===== src/rtl/pipe_hazard_ctrl.sv =====
// Stall/flush sequencer for the 5-stage RV32 pipeline.
// Handles load-use, redirect, CSR drain and memory wait states, and keeps two perf counters.
module pipe_hazard_ctrl #(
    parameter int unsigned CSR_DRAIN_CYCLES = 2,
    parameter int unsigned CNT_W            = 32
) (
    input  logic             clk,
    input  logic             rstn,
    input  logic [4:0]       id_rs1,
    input  logic [4:0]       id_rs2,
    input  logic             id_use_rs1,
    input  logic             id_use_rs2,
    input  logic [4:0]       ex_rd,
    input  logic             ex_mem_read,
    input  logic             ex_br_taken,
    input  logic [1:0]       ex_csr_op,
    input  logic [1:0]       ex_priv_ret,
    input  logic             imem_ready,
    input  logic             mem_req,
    input  logic             mem_ready,
    output logic             pc_stall,
    output logic             pc_redirect,
    output logic             if_id_stall,
    output logic             if_id_flush,
    output logic             id_ex_stall,
    output logic             id_ex_flush,
    output logic             ex_mem_stall,
    output logic             mem_wb_flush,
    output logic [1:0]       ctrl_state,
    output logic [CNT_W-1:0] perf_stall_cnt,
    output logic [CNT_W-1:0] perf_redirect_cnt
);

    typedef enum logic [1:0] {
        RUN       = 2'd0,
        CSR_DRAIN = 2'd1,
        DMEM_WAIT = 2'd2
    } state_e;

    localparam logic [2:0] DRAIN_LOAD = 3'(CSR_DRAIN_CYCLES);

    state_e     state_q, state_d;
    state_e     saved_q, saved_d;
    logic [2:0] cnt_q, cnt_d;
    logic [CNT_W-1:0] stall_cnt_q, redir_cnt_q;

    logic   dwait, redir, lu, csr_hit;
    state_e eff_state;

    // While parked in DMEM_WAIT, decisions follow the state we will resume into.
    assign eff_state = (state_q == DMEM_WAIT) ? saved_q : state_q;

    assign dwait   = mem_req & ~mem_ready;
    assign redir   = ex_br_taken | (ex_priv_ret != 2'd0);
    assign lu      = ex_mem_read & (ex_rd != 5'd0) &
                     ((id_use_rs1 & (ex_rd == id_rs1)) | (id_use_rs2 & (ex_rd == id_rs2)));
    assign csr_hit = (eff_state == CSR_DRAIN) | (ex_csr_op != 2'd0);

    always_ff @(posedge clk or negedge rstn) begin
        if (!rstn) begin
            state_q <= RUN;
            saved_q <= RUN;
            cnt_q   <= 3'd0;
        end else begin
            state_q <= state_d;
            saved_q <= saved_d;
            cnt_q   <= cnt_d;
        end
    end

    always_comb begin
        state_d = state_q;
        saved_d = saved_q;
        cnt_d   = cnt_q;
        if (dwait) begin
            state_d = DMEM_WAIT;
            saved_d = eff_state;
        end else begin
            case (eff_state)
                RUN: begin
                    state_d = RUN;
                    if (ex_csr_op != 2'd0) begin
                        state_d = CSR_DRAIN;
                        cnt_d   = DRAIN_LOAD;
                    end
                end
                CSR_DRAIN: begin
                    state_d = (cnt_q == 3'd1) ? RUN : CSR_DRAIN;
                    cnt_d   = cnt_q - 3'd1;
                end
                default: state_d = RUN;
            endcase
        end
    end

    always_comb begin
        pc_stall     = 1'b0;
        pc_redirect  = 1'b0;
        if_id_stall  = 1'b0;
        if_id_flush  = 1'b0;
        id_ex_stall  = 1'b0;
        id_ex_flush  = 1'b0;
        ex_mem_stall = 1'b0;
        mem_wb_flush = 1'b0;
        if (!rstn) begin
            if_id_flush  = 1'b1;
            id_ex_flush  = 1'b1;
            mem_wb_flush = 1'b1;
        end else if (dwait) begin
            pc_stall     = 1'b1;
            if_id_stall  = 1'b1;
            id_ex_stall  = 1'b1;
            ex_mem_stall = 1'b1;
            mem_wb_flush = 1'b1;
        end else if (redir) begin
            pc_redirect = 1'b1;
            if_id_flush = 1'b1;
            id_ex_flush = 1'b1;
        end else if (csr_hit || lu) begin
            pc_stall    = 1'b1;
            if_id_stall = 1'b1;
            id_ex_flush = 1'b1;
        end else if (!imem_ready) begin
            pc_stall    = 1'b1;
            if_id_flush = 1'b1;
        end
    end

    // Free-running, wrapping counters.
    always_ff @(posedge clk or negedge rstn) begin
        if (!rstn) begin
            stall_cnt_q <= '0;
            redir_cnt_q <= '0;
        end else begin
            if (pc_stall)    stall_cnt_q <= stall_cnt_q + 1'b1;
            if (pc_redirect) redir_cnt_q <= redir_cnt_q + 1'b1;
        end
    end

    assign ctrl_state        = state_q;
    assign perf_stall_cnt    = stall_cnt_q;
    assign perf_redirect_cnt = redir_cnt_q;

endmodule


===== config.mk =====
export PLATFORM = sky130hd
export DESIGN_NAME = pipe_hazard_ctrl
export DESIGN_NICKNAME = d
export VERILOG_FILES = /design/src/rtl/pipe_hazard_ctrl.sv
export SDC_FILE = /design/constraint.sdc
export NUM_CORES = 1
export LEC_CHECK = 0
export ABC_AREA = 1
export BUFFER_PORTS_ARGS = -buffer_cell sky130_fd_sc_hd__buf_2
export CAP_MARGIN = 20
export CORE_MARGIN = 2
export CORE_UTILIZATION = 40
export DETAILED_ROUTE_END_ITERATION = 10
export GPL_TIMING_DRIVEN = 0
export HOLD_SLACK_MARGIN = 0.08
export PLACE_DENSITY = 0.68
export SLEW_MARGIN = 20
export SYNTH_ARGS = -nofsm -noshare
export SYNTH_HDL_FRONTEND = slang
export SYNTH_SLANG_ARGS = --single-unit

===== constraint.sdc =====
create_clock -name clk -period 2.6 [get_ports clk]
set_input_delay 0.26 -clock clk [delete_from_list [all_inputs] [get_ports clk]]
set_output_delay 0.26 -clock clk [all_outputs]
set_load 0.02 [all_outputs]

**Yosys cells after proc, flatten, opt, wreduce, memory -nomap -nowiden**

Cells that the tools add are included.

- Multiplexer cells: 29
- Add/sub/neg operators: 3
- Equality and inequality tests: 6
- Reduce and logical (&&, ||, !) cells: 7
- Bitwise logic cells: 10

Operators by type and width:

| operator | number |
|---|---|
| adder 32 x 1 -> 32 bit, second input constant | 2 |
| two-way mux 1 bit | 24 |
| == test 5 bit | 2 |
| one-hot mux 3 bit (2 select lines) | 1 |
| nonzero test 2 bit | 3 |
| bitwise AND 1 bit | 5 |
| nonzero test 5 bit | 1 |
| two-way mux 2 bit | 2 |
| one-hot mux 2 bit (2 select lines) | 1 |
| == test 3 x 1 -> 1 bit, second input constant | 1 |
| two-way mux 3 bit | 1 |
| bitwise OR 1 bit | 3 |
| AND reduction 3 bit | 1 |
| subtractor 3 x 1 -> 3 bit, second input constant | 1 |
| == test 2 x 1 -> 1 bit, second input constant | 1 |
| == test 2 bit, second input constant | 1 |
| zero test 2 bit | 1 |
| inequality test 2 bit, second input constant | 1 |
| inverter 1 bit | 2 |
| logical OR 1 bit | 1 |

- Input port bits: 28
- Word-level logic and storage cells: 60
- Register bits after elaboration: 71
- Output and inout bits: 74

**Longest topological paths before layout**

Gate-level depths: netlist of run 1.

- Word-level depth: 9
- Gate-level depth with buffers: 15
- Gate-level depth less buffers: 13

**Least setup slack after synthesis of run 1**

OpenSTA, ideal clock, no wires.

- Kind: flip-flop to output port
- Start point: register state_q[1] (netlist: ctrl_state[1])
- End point: output if_id_flush
- Data arrival time: 1.547 ns
- Cell stages (with the launch flop): 8
- Path slack: 0.793 ns
- Path through: dfrtp_1 > a21oi_2 > inv_2 > a21boi_1 > nand2_1 > nand2_1 > nand2_1 > a21oi_1

- Longest elaborated chain between the ends: 9

Ends and longest elaborated chain:

| what | RTL line | text |
|---|---|---|
| start: declaration | 42 | `state_e state_q, state_d;` |
| start signal: assignment | 65 | `state_q <= state_d;` |
| == test 2 bit | 51 | `assign eff_state = (state_q == DMEM_WAIT) ? saved_q : state_q;` |
| two-way mux 2 bit (*) | 51 |  |
| == test 2 x 1 -> 1 bit (*) | 57 | `assign csr_hit = (eff_state == CSR_DRAIN) \| (ex_csr_op != 2'd0);` |
| bitwise OR 1 bit (*) | 57 |  |
| logical OR 1 bit (*) | 119 | `end else if (csr_hit \|\| lu) begin` |
| two-way mux 1 bit (*) | 119 |  |
| two-way mux 1 bit (*) | 115 | `end else if (redir) begin` |
| two-way mux 1 bit (*) | 109 | `end else if (dwait) begin` |
| two-way mux 1 bit (*) | 105 | `if (!rstn) begin` |
| end: declaration | 24 | `output logic if_id_flush,` |

Mark *: on every way between the ends. The rest lies on a longest branch, timed or not.

**Final worst setup path of run 1**

- Start point: input rstn
- End point: output mem_wb_flush

- Longest elaborated chain between the ends: 1

Ends and longest elaborated chain:

| what | RTL line | text |
|---|---|---|
| start: declaration | 8 | `input logic rstn,` |
| two-way mux 1 bit | 105 |  |
| end: declaration | 28 | `output logic mem_wb_flush,` |

No other way between the ends.

==> results of run 1 <==
==> through the flow <==
step                setup WS (ns)  std cells  TNS, ns
floorplan                  0.7931        617        0
global placement          -0.5103        858   -8.905
detailed placement         0.4323        859        0
CTS                        0.1790        877        0
global route              0.04004        877        0
finish                     0.1765        877        0
==> logic make-up (layout without fill, tap and decap cells) <==
logic type,count (synthesis),after routing
AOI/OAI and AO/OA,18,18
DFF,71,71
xor gates and xnor gates,53,53
adders and majority gates,4,4
buffers and inverters,85,205
and+or+nand+nor,386,386
==> metal layers <==
layer,vias up,GRT usage (%)
met1,1995,27.49
met5,-,0
met2,91,33.52
met3,14,3.880
met4,0,9.286
li1,2182,-
==> critical path: stages <==
cell and delay, ns:
dlygate4sd3_1 0.52, buf_4 0.18, clkbuf_1 0.43, clkbuf_1 0.48
nand2_1 0.11, buf_2 0.17
==> final cells by class <==
cell class	instances	area share, %
multi-input combinational	461	43.28
sequential	71	32.04
clock inverter	3	0.7897
buffer	11	1.196
clock buffer	13	4.332
tap	140	3.159
inverter	74	5.009
timing repair buffer	104	10.20
==> cell usage after synthesis (2+ instances only) <==
cell | count | area share, %
nand2_1 | 200 | 17
dfrtp_1 | 71 | 39
inv_1 | 65 | 5.4
nor2_1 | 56 | 4.6
nand3_1 | 54 | 6.0
xor2_1 | 28 | 5.4
xnor2_1 | 25 | 4.8
nor3_1 | 23 | 2.5
nand4_1 | 15 | 2.1
inv_2 | 8 | 0.66
nand2_2 | 8 | 1.1
nor4_1 | 6 | 0.83
o21ai_0 | 6 | 0.66
a21oi_1 | 5 | 0.55
buf_2 | 5 | 0.55
ha_1 | 4 | 1.1
nand3_2 | 4 | 0.89
clkbuf_1 | 3 | 0.25
nor2_2 | 3 | 0.42
nor2_4 | 3 | 0.75
buf_6 | 2 | 0.50
nand3_4 | 2 | 0.77
nand3b_1 | 2 | 0.33
nor3_2 | 2 | 0.44
nor3_4 | 2 | 0.72
==> flip-flops by register name, indices dropped and copies added (netlist names) <==
signal,cells
perf_stall_cnt,32
ctrl_state,2
cnt_q,3
perf_redirect_cnt,32
saved_q,2
==> power breakdown <==
part / internal (W) / switching (W) / total, W
sequential: 0.00122 / 0.000161 / 0.00138
combinational: 0.000229 / 0.000415 / 0.000645
clock: 0.000744 / 0.000476 / 0.00122
total: 0.00219 / 0.00105 / 0.00324
==> how the worst max path moves through the flow <==
stage	from	depth (start not counted)	to	slack, ns
final	rstn	6	mem_wb_flush	0.18
after floorplan	ctrl_state[1]$_DFF_PN0_	7	if_id_flush	0.79
after global routing	ctrl_state[1]$_DFF_PN0_	11	pc_stall	0.04
after global placement	rstn	5	mem_wb_flush	-0.51
after detailed placement	rstn	10	perf_redirect_cnt[19]$_DFFE_PN0P_	0.43
after CTS	rstn	6	mem_wb_flush	0.18
==> impl_results.md, run 1 <==
* CTS tree: yes
* Final Power at approximately 0.0032 W
* Worst slew margin at a little over three fifths
* Fillers at between 1000 and 1500
* Number of vias per cell at between 4 and 5
* Hold Path Origin: mem_req
* I/O Buffers at slightly above 100
* RSZ-0062 raised after global routing: no
* Post-synthesis mux area share at 0%
* Post-route DRC at 0
* Routability cong. at ~0.96
* # setup viols final at 0
* Resize count post-CTS at 0
* Router iterations before antenna repair at 5
* Synth Area in Compound Gates at under 10%
* Post-synthesis adder-cell area fraction at under 10%
* Maximum clock frequency at slightly above 0.4 GHz
* Clk root buf: clkbuf_16
* Skew-Pair Late Insertion Delay at 0.34 ns
* DR WL met3 at just under 500 um
* Max-slew violations at 0
* CP Capture Type: output pin
* Arrival time worst endpoint at 2.16 ns
* Area grow syn2layout at 22.67%
* Worst-Margin Slew at between 0.5 and 0.6 ns
* Post-CTS Setup Inserts at 0
* Hold Path Depth at 3
* Largest family of logic cells by synthesized area: simple AND/OR/NAND/NOR gates
* XOR/XNOR Fraction of Synth Area at around a tenth
* Peak VDD IR at about 0.34 mV
* Antenna Cells at 0
* GR Overflow Total at 0
* Post-layout util at roughly half
* Rows at 38
* Clk sinks at between 70 and 80
* HP Class: in2reg
* Worst Hold Slack at just over 0.3 ns
* Flops & latches, synth at 71
* Syn_nets at between 600 and 700
* Chip Width at about 110 um
* Hold buffers post-CTS at 2
* Routed len/inst at approximately 13 um
* Post-synth top flop: dfrtp_1
* R2R Path End: perf_stall_cnt[26]$_DFFE_PN0P_
* Core area at roughly 0.011 mm^2
* Gr usage total at 20.90%
* Initial Utilization at about two fifths
* First-pass GRT wire length at ~20 mm
* Routed WL at 11.81 mm
* Final ANT Viol Nets at 0
* Design area at 0.005545 mm^2
* 1st-iter DRT viols at roughly 280
* Layout Skew at between 0.009 and 0.01 ns
* Share of cells above drive strength 1 at between 20% and 30%
* Startpoint Class: input pin
* Post-Synthesis Cells at approximately 620
* EDFF count, synth at 0
* Sequential fraction of the synthesis area at ~39%
* Max Used Layer: met4
* Post-DP Area at around 0.0052 mm^2
* Most frequent cells in the layout: nand2_1, buf_2, dfrtp_1
* DR WL met2 at 5.714 mm
* Initial antenna violation count at 0
* Post-Route M1 WL at approximately 5.4 mm
* Largest net degree at the start of global routing at between 40 and 50
* Synthesized area at between 0.004 and 0.005 mm^2
* Die ar. at roughly 0.012 mm^2
* R2R Setup Slk at around 0.67 ns
* Ports at about 100
* Final net count at between 700 and 800
* H-tree levels at 3
* Pwr/cell area at about 580 mW/mm^2
* Final period utilization at around 93%
* Async set or reset register ratio after synthesis at 100.0%
* Num CTS Buffers at 9
* Area of the multi-input gates at 0.002400 mm^2
* CTS Buffer Depth at 2
* Syn avg cell area at approximately 7.3 um^2
* R2r worst-path depth at 9
* Die height at 110.3 um
* Setup CP Type: in2out
* Outcome: completed
* Leakage dissipation at between 3 and 4 nW
* Final Hold Fails at 0
* Netlist cell types at 40
* Post-synthesis simple-gate area fraction at roughly two fifths
* Most common cell after layout, fill and taps aside: nand2_1
* Tmin final at about 2.4 ns
* Sequential cell area at about 0.0018 mm^2
* Yosys Warn Count at 0
* DR vias at about 4300
* Crit Path Max Fanout at 10
* Hold EP: ctrl_state[1]$_DFF_PN0_
* Worst reg2reg startpoint: perf_stall_cnt[0]$_DFFE_PN0P_
* Vias in the first global route at between 4000 and 5000
* CP Data Required Time at between 2 and 2.5 ns
* Final HPWL DP at a little over 9 mm
* Clock transition at path regs at ~0.05 ns
* Maxcap violations at 0
No activity file was read; power rests on OpenSTA's default activity.
==> run 2: changes to the inputs <==
==> config.mk (replaced) <==
export PLATFORM = sky130hd
export DESIGN_NAME = pipe_hazard_ctrl
export DESIGN_NICKNAME = d
export VERILOG_FILES = /design/src/rtl/pipe_hazard_ctrl.sv
export SDC_FILE = /design/constraint.sdc
export NUM_CORES = 1
export LEC_CHECK = 0
export ABC_AREA = 1
export CAP_MARGIN = 20
export CORE_MARGIN = 5
export CORE_UTILIZATION = 40
export DETAILED_ROUTE_END_ITERATION = 10
export DONT_BUFFER_PORTS = 1
export GPL_TIMING_DRIVEN = 0
export HOLD_SLACK_MARGIN = 0.08
export PLACE_DENSITY = 0.6
export SYNTH_ARGS = -nofsm -noshare
export SYNTH_HDL_FRONTEND = slang
export SYNTH_SLANG_ARGS = --single-unit
==> impl_results.md, run 2 (synthesis gave the netlist of run 1 again) <==
* Routed WL at between 10 and 15 mm
* Post-DP Area at 0.004696 mm^2
* Post-Place Cells at approximately 760
* Setup TNS at 0 ns
* Initial Utilization at 41.34%
* Routed len/inst at around 16 um
* # setup viols final at 0
* Leakage dissipation at around 2.6 nW
* Skew-Pair Late Insertion Delay at between 0.3 and 0.4 ns
* Antenna Cells at 0
* Gr usage total at 18.76%
* DR vias at around 3900
* Largest net degree at the start of global routing at 72
* RSZ-0062 raised after global routing: no
* Routability cong. at roughly 0.9
* Router iterations before antenna repair at 4
* Final ANT Viol Nets at 0
* Chip Width at between 100 and 150 um
* Outcome: completed
* GR Overflow Total at 0
* HP Class: in2reg
* Setup ws final at around 0.21 ns
* I/O Buffers at 0
* Most common cell after layout, fill and taps aside: nand2_1
* Pwr/cell area at 655.1 mW/mm^2
* H-tree levels at 3
* Core area at between 0.01 and 0.015 mm^2
* Final Hold Fails at 0
* Design area at slightly above 0.005 mm^2
* Crit Path Max Fanout at 5
* Hold Path Depth at 2
* CP Capture Type: output pin
* Worst slew margin at a little under two thirds
* Initial antenna violation count at 0
* Number of vias per cell at ~5.1
* Layout Skew at slightly below 0.007 ns
* Worst-Margin Slew at ~0.54 ns
* Post-CTS Setup Inserts at 0
* Arrival time worst endpoint at between 2 and 2.5 ns
* Startpoint Class: flip-flop
* Most frequent cells in the layout: nand2_1, dfrtp_1, inv_1
* CTS Buffer Depth at 2
* Setup CP Type: reg2out
* Die ar. at approximately 0.014 mm^2
* Max-slew violations at 0
* Area grow syn2layout at 12.12%
* Maxcap violations at 0
* Post-route DRC at 0
* Num CTS Buffers at 9
* Clk root buf: clkbuf_16
* Worst Hold Slack at between 0.2 and 0.25 ns
* Clk sinks at between 70 and 80
* First-pass GRT wire length at just under 20 mm
* Vias in the first global route at 3816
* Share of cells above drive strength 1 at under 10%
* 1st-iter DRT viols at 264
* Final net count at between 600 and 700
* Tmin final at roughly 2.4 ns
* CP Data Required Time at ~2.3 ns
* Final HPWL DP at 9.093 mm
* Pre-CTS setup slack at 0.4257 ns
* Maximum clock frequency at between 0.4 and 0.5 GHz
* Peak VDD IR at approximately 0.35 mV
* Clock transition at path regs at about 0.050 ns
* R2r worst-path depth at 9
* Final period utilization at 92.06%
* Rows at 38
* Die height at approximately 120 um
* Fin cells at roughly 770
* Ports at around 100
* CTS tree: yes
-- run 2: per-stage QoR --
stage	power (W)	utilization, %
6_report	0.003320	46.35
5_1_grt	0.003494	46.35
4_1_cts	0.003348	46.28
3_5_place_dp	0.001910	42.94
3_3_place_gp	0.001892	42.94
2_1_floorplan	0.001776	-
-- run 2: critical path, stage by stage, from the launching register on --
cell	delay, ns
dfrtp_1	0.50
a21oi_4	0.22
inv_2	0.05
a21boi_1	0.22
nand2_1	0.11
nand2_1	0.07
nand2_1	0.17
a21oi_1	0.46
-- run 2: path summary, 6_finish.rpt --
path,startpoint,end,slack (ns)
worst max-delay path,ctrl_state[0]$_DFF_PN0_,if_id_flush,0.21
max in group asynchronous,rstn,perf_stall_cnt[29]$_DFFE_PN0P_,1.83
worst max register to register,perf_stall_cnt[1]$_DFFE_PN0P_,perf_stall_cnt[26]$_DFFE_PN0P_,0.42
min in group asynchronous,rstn,perf_stall_cnt[10]$_DFFE_PN0P_,0.49
worst min register to register,saved_q[1]$_DFFE_PN0P_,saved_q[1]$_DFFE_PN0P_,0.51
worst min-delay path,mem_req,ctrl_state[1]$_DFF_PN0_,0.21
-- run 2: metal layers --
layer | global-route usage [%] | wire [um] | vias to the layer above
met4 | 6.883 | 206 | 0
met5 | 0 | 0 | -
li1 | - | - | 1978
met2 | 29.48 | 5677 | 108
met1 | 23.77 | 5275 | 1827
met3 | 6.788 | 942 | 17
-- run 2: where the power goes --
part / internal [W] / leakage [nW] / switching, W
sequential: 0.00121 / 0.940 / 0.000296
clock: 0.000931 / 0.160 / 0.000469
combinational: 0.000155 / 1.46 / 0.000257
total: 0.00230 / 2.56 / 0.00102
-- run 2: timing repair --
action                                 CTS  global route
setup endpoints to repair                0             1
gates resized for setup                  0             1
endpoints found under the hold margin   71             0
hold buffers                             2             0
-- run 2: layout make-up --
class / instances / area, um^2
Inverter: 74 / 277.8
Timing Repair Buffer: 2 / 37.54
Fill cell: 1110 / 5867
Multi-Input combinational cell: 461 / 2407
Clock inverter: 4 / 95.09
Sequential cell: 71 / 1777
Tap cell: 140 / 175.2
Buffer: 11 / 66.31
Clock buffer: 11 / 232.7
